### src/rtl/apb_ral_apb_master_if.sv
// rtl/apb_ral_apb_master_if.sv - command/response port and APB3 bus bundle for apb_ral_apb_master
interface apb_ral_apb_master_if #(
  parameter int ADDR_W = 32,
  parameter int DATA_W = 32
) ();
  logic              cmd_valid;
  logic              cmd_ready;
  logic              cmd_write;
  logic [ADDR_W-1:0] cmd_addr;
  logic [DATA_W-1:0] cmd_wdata;
  logic              rsp_valid;
  logic [DATA_W-1:0] rsp_rdata;
  logic              rsp_err;
  logic              psel;
  logic              penable;
  logic              pwrite;
  logic [ADDR_W-1:0] paddr;
  logic [DATA_W-1:0] pwdata;
  logic [DATA_W-1:0] prdata;
  logic              pready;
  logic              pslverr;

  modport master (
    input  cmd_valid, cmd_write, cmd_addr, cmd_wdata, prdata, pready, pslverr,
    output cmd_ready, rsp_valid, rsp_rdata, rsp_err, psel, penable, pwrite, paddr, pwdata
  );

  modport slave (
    output cmd_valid, cmd_write, cmd_addr, cmd_wdata, prdata, pready, pslverr,
    input  cmd_ready, rsp_valid, rsp_rdata, rsp_err, psel, penable, pwrite, paddr, pwdata
  );
endinterface

### src/rtl/apb_ral_apb_master.sv
// rtl/apb_ral_apb_master.sv - APB3 requester turning a valid/ready command into SETUP/ACCESS transfers
// Optional ACCESS-phase wait limit enabled by defining APB_MASTER_TIMEOUT_EN.
module apb_ral_apb_master #(
  parameter int ADDR_W         = 32,
  parameter int DATA_W         = 32,
  parameter int TIMEOUT_CYCLES = 256
) (
  input logic                  pclk,
  input logic                  preset,
  apb_ral_apb_master_if.master bus
);
  typedef enum logic [1:0] {ST_IDLE, ST_SETUP, ST_ACCESS} state_e;

  state_e            state_q, state_d;
  logic [ADDR_W-1:0] paddr_q, paddr_d;
  logic              pwrite_q, pwrite_d;
  logic [DATA_W-1:0] pwdata_q, pwdata_d;
  logic              rsp_valid_q, rsp_valid_d;
  logic [DATA_W-1:0] rsp_rdata_q, rsp_rdata_d;
  logic              rsp_err_q, rsp_err_d;
  logic              cmd_ready;
  logic              accept;
  logic              timeout;

  if (TIMEOUT_CYCLES < 1) begin : g_bad_timeout
    $error("TIMEOUT_CYCLES must be at least 1");
  end

`ifdef APB_MASTER_TIMEOUT_EN
  localparam int CNT_W = $clog2(TIMEOUT_CYCLES + 1);
  localparam logic [CNT_W-1:0] CNT_LAST = CNT_W'(TIMEOUT_CYCLES - 1);

  logic [CNT_W-1:0] wait_cnt_q, wait_cnt_d;

  always_ff @(posedge pclk or posedge preset) begin
    if (preset) wait_cnt_q <= '0;
    else        wait_cnt_q <= wait_cnt_d;
  end

  always_comb begin
    wait_cnt_d = wait_cnt_q;
    if (state_q == ST_SETUP)                        wait_cnt_d = '0;
    else if (state_q == ST_ACCESS && !bus.pready)   wait_cnt_d = wait_cnt_q + 1'b1;
  end

  // The limit is hit on the wait cycle that would bring the count to TIMEOUT_CYCLES.
  assign timeout = (state_q == ST_ACCESS) && !bus.pready && (wait_cnt_q == CNT_LAST);
`else
  assign timeout = 1'b0;
`endif

  // A timeout only fires with pready low, so it never opens a back-to-back accept.
  assign cmd_ready = (state_q == ST_IDLE) || (state_q == ST_ACCESS && bus.pready);
  assign accept    = bus.cmd_valid && cmd_ready;

  always_ff @(posedge pclk or posedge preset) begin
    if (preset) begin
      state_q     <= ST_IDLE;
      paddr_q     <= '0;
      pwrite_q    <= 1'b0;
      pwdata_q    <= '0;
      rsp_valid_q <= 1'b0;
      rsp_rdata_q <= '0;
      rsp_err_q   <= 1'b0;
    end else begin
      state_q     <= state_d;
      paddr_q     <= paddr_d;
      pwrite_q    <= pwrite_d;
      pwdata_q    <= pwdata_d;
      rsp_valid_q <= rsp_valid_d;
      rsp_rdata_q <= rsp_rdata_d;
      rsp_err_q   <= rsp_err_d;
    end
  end

  always_comb begin
    state_d     = state_q;
    paddr_d     = paddr_q;
    pwrite_d    = pwrite_q;
    pwdata_d    = pwdata_q;
    rsp_valid_d = 1'b0;
    rsp_rdata_d = rsp_rdata_q;
    rsp_err_d   = rsp_err_q;
    case (state_q)
      ST_IDLE:  if (accept) state_d = ST_SETUP;
      ST_SETUP: state_d = ST_ACCESS;
      ST_ACCESS: begin
        if (bus.pready) begin
          rsp_valid_d = 1'b1;
          rsp_rdata_d = pwrite_q ? '0 : bus.prdata;
          rsp_err_d   = bus.pslverr;
          state_d     = accept ? ST_SETUP : ST_IDLE;
        end else if (timeout) begin
          rsp_valid_d = 1'b1;
          rsp_rdata_d = '0;
          rsp_err_d   = 1'b1;
          state_d     = ST_IDLE;
        end
      end
      default: state_d = ST_IDLE;
    endcase
    if (accept) begin
      paddr_d  = bus.cmd_addr;
      pwrite_d = bus.cmd_write;
      pwdata_d = bus.cmd_wdata;
    end
  end

  assign bus.cmd_ready = cmd_ready;
  assign bus.psel      = (state_q != ST_IDLE);
  assign bus.penable   = (state_q == ST_ACCESS);
  assign bus.pwrite    = pwrite_q;
  assign bus.paddr     = paddr_q;
  assign bus.pwdata    = pwdata_q;
  assign bus.rsp_valid = rsp_valid_q;
  assign bus.rsp_rdata = rsp_rdata_q;
  assign bus.rsp_err   = rsp_err_q;
endmodule

### src/flat_wrapper.sv
// flat-port wrapper written by rule: the top's interface ports become plain ports
module apb_ral_apb_master_flat 
#(
  parameter int ADDR_W         = 32,
  parameter int DATA_W         = 32,
  parameter int TIMEOUT_CYCLES = 256
)
  (pclk, preset, bus_cmd_valid, bus_cmd_write, bus_cmd_addr, bus_cmd_wdata, bus_prdata, bus_pready, bus_pslverr, bus_cmd_ready, bus_rsp_valid, bus_rsp_rdata, bus_rsp_err, bus_psel, bus_penable, bus_pwrite, bus_paddr, bus_pwdata);
  apb_ral_apb_master_if #(.ADDR_W(ADDR_W), .DATA_W(DATA_W)) bus_i ();
  input logic pclk;
  input logic preset;
  input wire logic [$bits(bus_i.cmd_valid)-1:0] bus_cmd_valid;
  input wire logic [$bits(bus_i.cmd_write)-1:0] bus_cmd_write;
  input wire logic [$bits(bus_i.cmd_addr)-1:0] bus_cmd_addr;
  input wire logic [$bits(bus_i.cmd_wdata)-1:0] bus_cmd_wdata;
  input wire logic [$bits(bus_i.prdata)-1:0] bus_prdata;
  input wire logic [$bits(bus_i.pready)-1:0] bus_pready;
  input wire logic [$bits(bus_i.pslverr)-1:0] bus_pslverr;
  output wire logic [$bits(bus_i.cmd_ready)-1:0] bus_cmd_ready;
  output wire logic [$bits(bus_i.rsp_valid)-1:0] bus_rsp_valid;
  output wire logic [$bits(bus_i.rsp_rdata)-1:0] bus_rsp_rdata;
  output wire logic [$bits(bus_i.rsp_err)-1:0] bus_rsp_err;
  output wire logic [$bits(bus_i.psel)-1:0] bus_psel;
  output wire logic [$bits(bus_i.penable)-1:0] bus_penable;
  output wire logic [$bits(bus_i.pwrite)-1:0] bus_pwrite;
  output wire logic [$bits(bus_i.paddr)-1:0] bus_paddr;
  output wire logic [$bits(bus_i.pwdata)-1:0] bus_pwdata;
  assign bus_i.cmd_valid = bus_cmd_valid;
  assign bus_i.cmd_write = bus_cmd_write;
  assign bus_i.cmd_addr = bus_cmd_addr;
  assign bus_i.cmd_wdata = bus_cmd_wdata;
  assign bus_i.prdata = bus_prdata;
  assign bus_i.pready = bus_pready;
  assign bus_i.pslverr = bus_pslverr;
  assign bus_cmd_ready = bus_i.cmd_ready;
  assign bus_rsp_valid = bus_i.rsp_valid;
  assign bus_rsp_rdata = bus_i.rsp_rdata;
  assign bus_rsp_err = bus_i.rsp_err;
  assign bus_psel = bus_i.psel;
  assign bus_penable = bus_i.penable;
  assign bus_pwrite = bus_i.pwrite;
  assign bus_paddr = bus_i.paddr;
  assign bus_pwdata = bus_i.pwdata;
  apb_ral_apb_master #(.ADDR_W(ADDR_W), .DATA_W(DATA_W), .TIMEOUT_CYCLES(TIMEOUT_CYCLES)) u_core (.pclk(pclk), .preset(preset), .bus(bus_i));
endmodule
### config.mk
export PLATFORM = sky130hd
export DESIGN_NAME = apb_ral_apb_master_flat
export DESIGN_NICKNAME = d
export VERILOG_FILES = /design/src/rtl/apb_ral_apb_master_if.sv /design/src/rtl/apb_ral_apb_master.sv /design/src/flat_wrapper.sv
export SDC_FILE = /design/constraint.sdc
export NUM_CORES = 1
export LEC_CHECK = 0
export BUFFER_PORTS_ARGS = -buffer_cell sky130_fd_sc_hd__buf_2
export CAP_MARGIN = 15
export CORE_AREA = 2 2 104 86
export DETAILED_ROUTE_END_ITERATION = 16
export DIE_AREA = 0 0 106 88
export MAX_ROUTING_LAYER = met4
export PLACE_DENSITY = 0.94
export SLEW_MARGIN = 10
export SYNTH_ARGS = -nofsm -noshare
export SYNTH_HDL_FRONTEND = slang
export SYNTH_SLANG_ARGS = --single-unit
### constraint.sdc
create_clock -name pclk -period 5.51 [get_ports pclk]
set_input_delay 0.551 -clock pclk [delete_from_list [all_inputs] [get_ports pclk]]
set_output_delay 0.551 -clock pclk [all_outputs]
set_load 0.01 [all_outputs]
==> impl_metrics.env <==
export IMPL_outcome="complete, no violations"
export IMPL_routed_via_density=4.71
export IMPL_ctsRootBufferMaster="clkbuf_8"
export IMPL_pre_cts_ws_ps=3340
export IMPL_power_density_mw_per_mm2=455
export IMPL_synth_area_mux_share_pct=19.1
export IMPL_r2r_start="u_core.state_q[1]$_DFFE_PP0P_"
export IMPL_area_delta_synth_final_pct=31.8
export IMPL_cts_setup_buffers=0
export IMPL_critPathBufInv=1
export IMPL_timing_setup_tns_ps=0
export IMPL_ys_ff_latch=101
export IMPL_fin_nets=592
export IMPL_cts_buffers=9
export IMPL_ff2ff_path_depth=4
export IMPL_gp_congestion=0.733
export IMPL_yosys_warnings=0
export IMPL_cp_end_kind="primary output"
export IMPL_clockBufferDepth=2
export IMPL_power_uw=2370
export IMPL_grt_pass1_wl_um=13800
export IMPL_slew_violations=0
export IMPL_cts_sinks=101
export IMPL_rsz0062_at_grt="no"
export IMPL_ctsResizeCount=0
export IMPL_cts_max_level=3
export IMPL_cp_top_family="flip-flops"
export IMPL_drt_iter0_markers=58
export IMPL_grt_remaining_overflow=0
export IMPL_synthAdderAreaFrac_pct=0
export IMPL_numPortBuffers=203
export IMPL_synthCells=290
export IMPL_ys_flop_type="dfrtp_1"
export IMPL_period_needed_ps=2010
export IMPL_synth_top_family_by_area="multiplexers"
export IMPL_power_leakage_uw=0.00263
export IMPL_fp_dieW_um=106
export IMPL_antenna_cells=0
export IMPL_crit_chain="buf_2"
export IMPL_ant_nets=0
export IMPL_wl_per_cell_um=14.6
export IMPL_netlist_area_mm2=0.00394
export IMPL_ir_drop_uv=211
export IMPL_synth_compound_area_share_pct=4.06
export IMPL_drtPass1Iterations=4
export IMPL_die_h_um=88
export IMPL_syn_num_nets=392
export IMPL_drc=0
export IMPL_start_util_pct=47.5
export IMPL_route_vias_total=2857
export IMPL_rows=30
export IMPL_rrSetupSlack_ps=3520
export IMPL_hold_class="in -> async"
export IMPL_cp_slowest_stage_delay_ps=870
export IMPL_crit_fanout=34
export IMPL_fin_worst_skew_ps=5.43
export IMPL_cp_slowest_cell="dfrtp_1"
export IMPL_fmax_ghz=0.496
export IMPL_grt_pass1_vias=2916
export IMPL_syn_avg_cell_area_um2=13.6
export IMPL_synth_xor_area_share_pct=0
export IMPL_finalWorstSetupSlack_ps=3500
export IMPL_cts_hold_buffers=0
export IMPL_yosysSeqAreaShare_pct=64.1
export IMPL_grt_usage_pct=19.5
export IMPL_core_area_mm2=0.00830
export IMPL_finalCritPeriodShare_pct=36.6
export IMPL_synth_edf_count=0
export IMPL_cts_tree="built"
export IMPL_critical_path_class="reg -> out"
export IMPL_hold_viol=0
export IMPL_clk_latency_ps=340
export IMPL_path_clk_slew_ps=90
export IMPL_ys_types=17
export IMPL_setup_viol=0
export IMPL_grt_max_degree=67
export IMPL_r2r_end="u_core.bus.paddr[23]$_DFFE_PP0P_"
export IMPL_cp_arrival_ps=1460
export IMPL_dieArea_mm2=0.00933
export IMPL_slew_headroom_pct=45.2
export IMPL_drive_gt1_share_pct=51.0
export IMPL_synthArstFlopShare_pct=100
export IMPL_critPathLaunchType="flip-flop"
export IMPL_worst_pin_slew_ps=821
export IMPL_place_hpwl_um=6560
export IMPL_antenna_found_initial=0
export IMPL_critPathRequiredTime_ps=4960
export IMPL_io_pins=204
export IMPL_routed_wl_um=8870
export IMPL_drv_cap=0
export IMPL_synth_simple_area_share_pct=9.33
-- stage by stage --
stage	util, %	hold WS, ps	area (um2)	cells
4_1_cts	62.7	283	5200	606
3_5_place_dp	60.4	466	5010	591
6_report	62.7	277	5200	606
3_3_place_gp	60.4	459	5010	591
5_1_grt	62.7	315	5200	606
2_1_floorplan	-	513	3940	290
-- kinds of logic (layout without fill, tap and decap cells) --
kind of cell | count (synthesis) | in the layout
AOI/OAI and AO/OA | 32 | 32
buffers and inverters | 20 | 224
DFF | 101 | 101
muxes | 67 | 67
and+or+nand+nor | 70 | 70
-- power breakdown --
group / leakage, uW / total [uW] / switching, uW / internal, uW
combinational: 0.00132 / 771 / 397 / 374
sequential: 0.00123 / 1140 / 147 / 996
clock: 0.0000850 / 453 / 244 / 209
total: 0.00263 / 2370 / 787 / 1580
-- registers in the layout, indices dropped and copies added, names as in the netlist --
signal and cells:
u_core.bus.paddr 32, u_core.bus.rsp_err 1, u_core.bus.rsp_rdata 32, u_core.bus.rsp_valid 1
u_core.state_q 2, u_core.bus.pwdata 32, u_core.bus.pwrite 1
-- layout make-up --
cell class | instances | area [um2]
clock buffer | 10 | 128
clock inverter | 5 | 61.3
fill | 704 | 3100
inverter | 3 | 13.8
multi-input combinational | 169 | 1290
sequential | 101 | 2530
tap | 112 | 140
timing repair buffer | 206 | 1040
-- Yosys cell counts, types with 2 or more instances --
master,instances,area [um2]
nor2_1,2,7.51
buf_8,3,45.0
nand2b_1,32,200
clkbuf_1,4,15.0
mux2_1,39,439
inv_1,3,11.3
o21ai_0,32,160
buf_2,7,35.0
mux2_2,28,315
dfrtp_1,101,2530
buf_6,2,22.5
nand2_1,32,120
-- cell usage in the layout (no fill, tap or decap), types with 2 or more instances in the layout --
cell	count
buf_2	203
buf_4	3
clkbuf_8	9
clkinvlp_4	3
dfrtp_1	101
inv_1	2
mux2_1	39
mux2_2	28
nand2_1	32
nand2b_1	32
nor2_1	2
o21ai_0	32
-- how the worst max path moves through the flow --
stage / startpoint / endpoint / slack (ps) / cells after the start
6_report: u_core.bus.pwrite$_DFFE_PP0P_ / bus_pwrite / 3500 / 1
5_1_grt: u_core.bus.pwrite$_DFFE_PP0P_ / bus_pwrite / 3350 / 1
4_1_cts: u_core.bus.pwrite$_DFFE_PP0P_ / bus_pwrite / 3450 / 1
3_5_place_dp: bus_pready / u_core.bus.paddr[23]$_DFFE_PP0P_ / 3340 / 5
3_3_place_gp: bus_pready / u_core.bus.paddr[23]$_DFFE_PP0P_ / 3430 / 5
2_1_floorplan: preset / u_core.bus.paddr[0]$_DFFE_PP0P_ / 2310 / 1
-- routing by layer --
| metal | up-vias | global-route usage [%] | share of wire (%) |
|---|---|---|---|
| met1 | 1358 | 21.5 | 40 |
| met2 | 118 | 35.9 | 52 |
| li1 | 1365 | - | - |
| met4 | 0 | 5.74 | 1.8 |
| met5 | - | - | 0 |
| met3 | 16 | 4.46 | 6.3 |
Power figures use the tool's default switching activity.
